$ cat config.mk
export PLATFORM = sky130hd
export DESIGN_NAME = signed_divider_seq
export DESIGN_NICKNAME = d
export VERILOG_FILES = /design/src/rtl/signed_divider_seq.sv
export SDC_FILE = /design/constraint.sdc
export NUM_CORES = 1
export LEC_CHECK = 0
export CAP_MARGIN = 30
export CORE_MARGIN = 2
export CORE_UTILIZATION = 55
export CTS_CLUSTER_DIAMETER = 40
export DETAILED_ROUTE_END_ITERATION = 8
export PLACE_DENSITY = 0.75
export SETUP_SLACK_MARGIN = 0.02
export SLEW_MARGIN = 15
export SYNTH_ARGS = -nofsm -noshare
export SYNTH_HDL_FRONTEND = slang
export SYNTH_SLANG_ARGS = --single-unit
$ cat constraint.sdc
create_clock -name clk -period 2.2 [get_ports clk]
set_input_delay 0.33 -clock clk [delete_from_list [all_inputs] [get_ports clk]]
set_output_delay 0.33 -clock clk [all_outputs]
set_load 0.005 [all_outputs]
$ cat src/rtl/signed_divider_seq.sv
// Sequential 8-bit / 4-bit signed restoring divider: start -> done in 9 cycles.
// Optional macro DIVZERO_CHECK_EN: a zero divisor completes immediately with dz=1.
module signed_divider_seq (
   input  logic       clk,
   input  logic       rst,
   input  logic       start,
   input  logic [7:0] dividend,
   input  logic [3:0] divisor,
   output logic [7:0] quot,
   output logic [3:0] rem,
   output logic       busy,
   output logic       done,
   output logic       dz,
   output logic       ovf
);
   typedef enum logic [1:0] {IDLE = 2'd0, CALC = 2'd1, FIX = 2'd2} state_t;

   state_t     r_state;
   logic [2:0] r_cnt;
   logic [7:0] r_dividend;
   logic [3:0] r_divisor;
   logic [7:0] r_q;        // dividend magnitude shifts out as quotient bits shift in
   logic [3:0] r_part;     // settled partial remainder, always < |divisor| <= 8
   logic [3:0] r_dmag;

   logic [4:0] w_shift;    // 5-bit trial value so |divisor|=8 compares without loss
   logic       w_fits;
   logic [3:0] w_trial;
   logic [7:0] w_quot_fix;
   logic [3:0] w_rem_fix;
   logic       w_ovf;
   logic       w_zero_div;

   function automatic logic [7:0] abs8(input logic [7:0] v);
      abs8 = v[7] ? (8'd0 - v) : v;
   endfunction

   function automatic logic [3:0] abs4(input logic [3:0] v);
      abs4 = v[3] ? (4'd0 - v) : v;
   endfunction

   assign w_shift    = {r_part, r_q[7]};
   assign w_fits     = (w_shift >= {1'b0, r_dmag});
   assign w_trial    = w_shift[3:0] - r_dmag;
   assign w_quot_fix = (r_dividend[7] ^ r_divisor[3]) ? (8'd0 - r_q) : r_q;
   assign w_rem_fix  = r_dividend[7] ? (4'd0 - r_part) : r_part;
   assign w_ovf      = (r_dividend == 8'h80) && (r_divisor == 4'hF);

`ifdef DIVZERO_CHECK_EN
   assign w_zero_div = (divisor == 4'h0);
`else
   assign w_zero_div = 1'b0;
`endif

   // Control FSM, restoring datapath and registered result outputs.
   always_ff @(posedge clk or posedge rst) begin
      if (rst) begin
         r_state    <= IDLE;
         r_cnt      <= 3'd0;
         r_dividend <= 8'h00;
         r_divisor  <= 4'h0;
         r_q        <= 8'h00;
         r_part     <= 4'h0;
         r_dmag     <= 4'h0;
         quot       <= 8'h00;
         rem        <= 4'h0;
         busy       <= 1'b0;
         done       <= 1'b0;
         dz         <= 1'b0;
         ovf        <= 1'b0;
      end else begin
         done <= 1'b0;
         case (r_state)
            IDLE: begin
               if (start && w_zero_div) begin
                  quot <= 8'hFF;
                  rem  <= 4'h0;
                  dz   <= 1'b1;
                  ovf  <= 1'b0;
                  done <= 1'b1;
               end else if (start) begin
                  r_dividend <= dividend;
                  r_divisor  <= divisor;
                  r_q        <= abs8(dividend);
                  r_dmag     <= abs4(divisor);
                  r_part     <= 4'h0;
                  r_cnt      <= 3'd0;
                  busy       <= 1'b1;
                  r_state    <= CALC;
               end else begin
                  r_state <= IDLE;
               end
            end
            CALC: begin
               r_part <= w_fits ? w_trial : w_shift[3:0];
               r_q    <= {r_q[6:0], w_fits};
               r_cnt  <= r_cnt + 3'd1;
               if (r_cnt == 3'd7) begin
                  r_state <= FIX;
               end else begin
                  r_state <= CALC;
               end
            end
            FIX: begin
               quot    <= w_quot_fix;
               rem     <= w_rem_fix;
               ovf     <= w_ovf;
               dz      <= 1'b0;
               done    <= 1'b1;
               busy    <= 1'b0;
               r_state <= IDLE;
            end
            default: begin
               busy    <= 1'b0;
               r_state <= IDLE;
            end
         endcase
      end
   end
endmodule

==> flow_summary.yaml <==
sta:
  tns_ns: 0
  slew_viol_final: 0
  tightestPinTransition_ns: 0.5952
  finalHoldViolCount: 0
  relSlewSlack: 0.6022
  finalSetupViolCount: 0
  clock_skew_ns: 0.004679
  post-route-min-period_ns: 1.907
  fin_crit_sh: 0.8667
  rsz0062_at_grt: "false"
  setup_ws_ns: 0.2933
  holdWs_ns: 0.3214
  fmax_ghz: 0.5245
drt:
  drt-pass1-iter-count: 4
  drt_wl_total_mm: 4.605
  drc: 0
  wl_per_cell_um: 13.54
  dr_total_vias: 1833
  antenna_left: 0
  drt_iter0_drc: 125
  viasPerCell: 5.391
min_path:
  hold_path.class: "input port to asynchronous set/reset pin"
placed_design:
  place_area_um2: 2769
  gp_congestion: 0.8530
  port_buffers: 29
  place_ws_ns: 0.3022
  dp_hpwl_mm: 3.481
finish:
  num_antenna_cells: 0
  drive_above_1_share: 0.06597
  layout_commonest_cell: "nand2_1"
  fillers: 379
  nNetsFinal: 313
  area_growth_pct: 17.58
  final_cell_mix: "nand2_1 (52), dfrtp_1 (47), clkdlybuf4s50_1 (29)"
  final_cell_area_um2: 2861
power:
  p_leak_nw: 1.306
  ir_worst_vdd_uv: 710.0
  powerDensity_nw_per_um2: 1388
synth:
  syn-instance-count: 259
  synthArstFlopShare: 1.000
  synthDistinctLibCells: 47
  syn-num-nets: 285
  yosys_warnings: 0
  synth_flop_cell: "dfrtp_1"
  synth_edf_count: 0
  ys_ff_latch: 47
  ys_seq_area_frac: 0.4833
  syn_area_per_cell_um2: 9.396
  synth_area_um2: 2434
clocking:
  clk_path_buf_depth: 2
  root_buffer: "clkbuf_8"
  htreeDepth: 2
  cts_post_setup_buffers_inserted: 0
  cts_resized: 0
  cts_sinks: 47
  cts_tree: "yes"
  insertion_delay_ns: 0.31
  numCtsBuffers: 5
  clk_pin_slew_ns: 0.09
  cts_hold_buf: 0
global_route:
  grt_pass1_vias: 1717
  grt.overflow.total: 0
  grt_use_total: 0.1975
  grt_max_degree: 30
  antenna_found_initial: 0
  grt_pass1_wl_mm: 7.797
critical_path:
  crit_path_end_kind: "register"
  cp-start-kind: "register"
  crit_chain: "ha_1, a21oi_2, a31oi_2, or3_1, a32o_1"
  crit_type: "register to register"
  crit_required_ns: 2.40
  critPathMaxFanout: 8
  arrival_ns: 2.11
  cpPeakStageDelay_ns: 0.45
  worst_path_max_delay_cell: "dfrtp_1"
floorplanning:
  die_width_um: 70.52
  initial_core_util: 0.5667
  pin_count: 31
  rows: 24
  die_area_um2: 4973
  die_y_um: 70.52
  core_um2: 4294
flow_run:
  maxCapViolCount: 0
status:
  status: "completed"
## kinds of logic after synthesis
family	count (synthesis)	synth area share
multiplexers	4	0.01645
AND/OR/NAND/NOR	90	0.1635
adder cells (fa/ha/maj)	11	0.05964
AO/OA/AOI/OAI	58	0.1568
other	1	0.001541
buffers and inverters	32	0.05810
flip-flops	47	0.4833
XOR/XNOR	16	0.06067
## final cells by class
type | count | area (um^2) | share of cell area
Sequential cell | 47 | 1176 | 0.4110
Multi-Input combinational cell | 180 | 1116 | 0.3900
Timing Repair Buffer | 34 | 340.3 | 0.1189
Inverter | 19 | 71.32 | 0.02492
Clock buffer | 5 | 68.82 | 0.02405
Tap cell | 52 | 65.06 | 0.02274
Clock inverter | 3 | 23.77 | 0.008308
## per-stage QoR
stage | util | std cells | total power, mW
finish | 0.6664 | 340 | 3.973
global route | 0.6664 | 340 | 4.320
CTS | 0.6664 | 340 | 4.007
detailed placement | 0.6448 | 332 | 3.468
global placement | 0.6448 | 332 | 3.363
floorplan | - | 259 | 2.898
## synthesized netlist by cell type (all sizes together), types with 4 or more instances
master  instances  area share
nor2           13       0.020
o31ai           4       0.014
dfrtp          47        0.48
ha             10       0.051
buf             9       0.022
nand2          52       0.080
clkbuf          4      0.0067
xnor2          13       0.050
o21ai          26       0.053
nand2b          4       0.010
a21oi           7       0.016
inv            19       0.029
mux2i           4       0.016
nand3           4      0.0082
## critical path, delay by kind of cell, from the launching register on
kind	cells	cell delay (ns)
simple gates	1	0.35
flops	1	0.45
fa+ha+maj	1	0.38
compound gates	3	0.64
## report_power, final
group / switching, mW / leakage, nW / internal, mW
logic: 0.900 / 0.676 / 0.950
clock network: 0.309 / 0.0408 / 0.227
registers: 0.340 / 0.590 / 1.25
total: 1.55 / 1.31 / 2.42
## path summary, 6_finish.rpt
| kind | start | endpoint | slack (ns) | cells after the start |
|---|---|---|---|---|
| worst max-delay path | r_part[1] | r_part[0] | 0.29 | 5 |
| worst min-delay path | rst | done | 0.32 | 2 |
| worst max register to register | r_part[1] | r_part[0] | 0.29 | 5 |
| worst min register to register | r_dividend[3] | r_dividend[3] | 0.48 | 2 |
| max in group asynchronous | rst | r_dmag[1] | 1.39 | 3 |
| min in group clk | r_dividend[3] | r_dividend[3] | 0.48 | 2 |
## registers in the layout, summed over array words and instances, names as in the netlist
name and count:
quot 8, r_dmag 3, done 1, r_state 2
r_dividend 8, r_cnt 3, r_divisor 4, rem 4
r_q 8, r_part 4, ovf 1, busy 1
## per-layer routing
metal  vias to the layer above  GRT usage  wire length [um]  part of all wire
met1                       847     0.2607              2125              0.46
met2                        49     0.3208              2205              0.48
met3                         8    0.04762               207             0.045
met4                         0    0.06838                67             0.015
met5                         -          0                 0                 0
li1                        929          -                 -                 -
(Power assumes the default switching activity.)
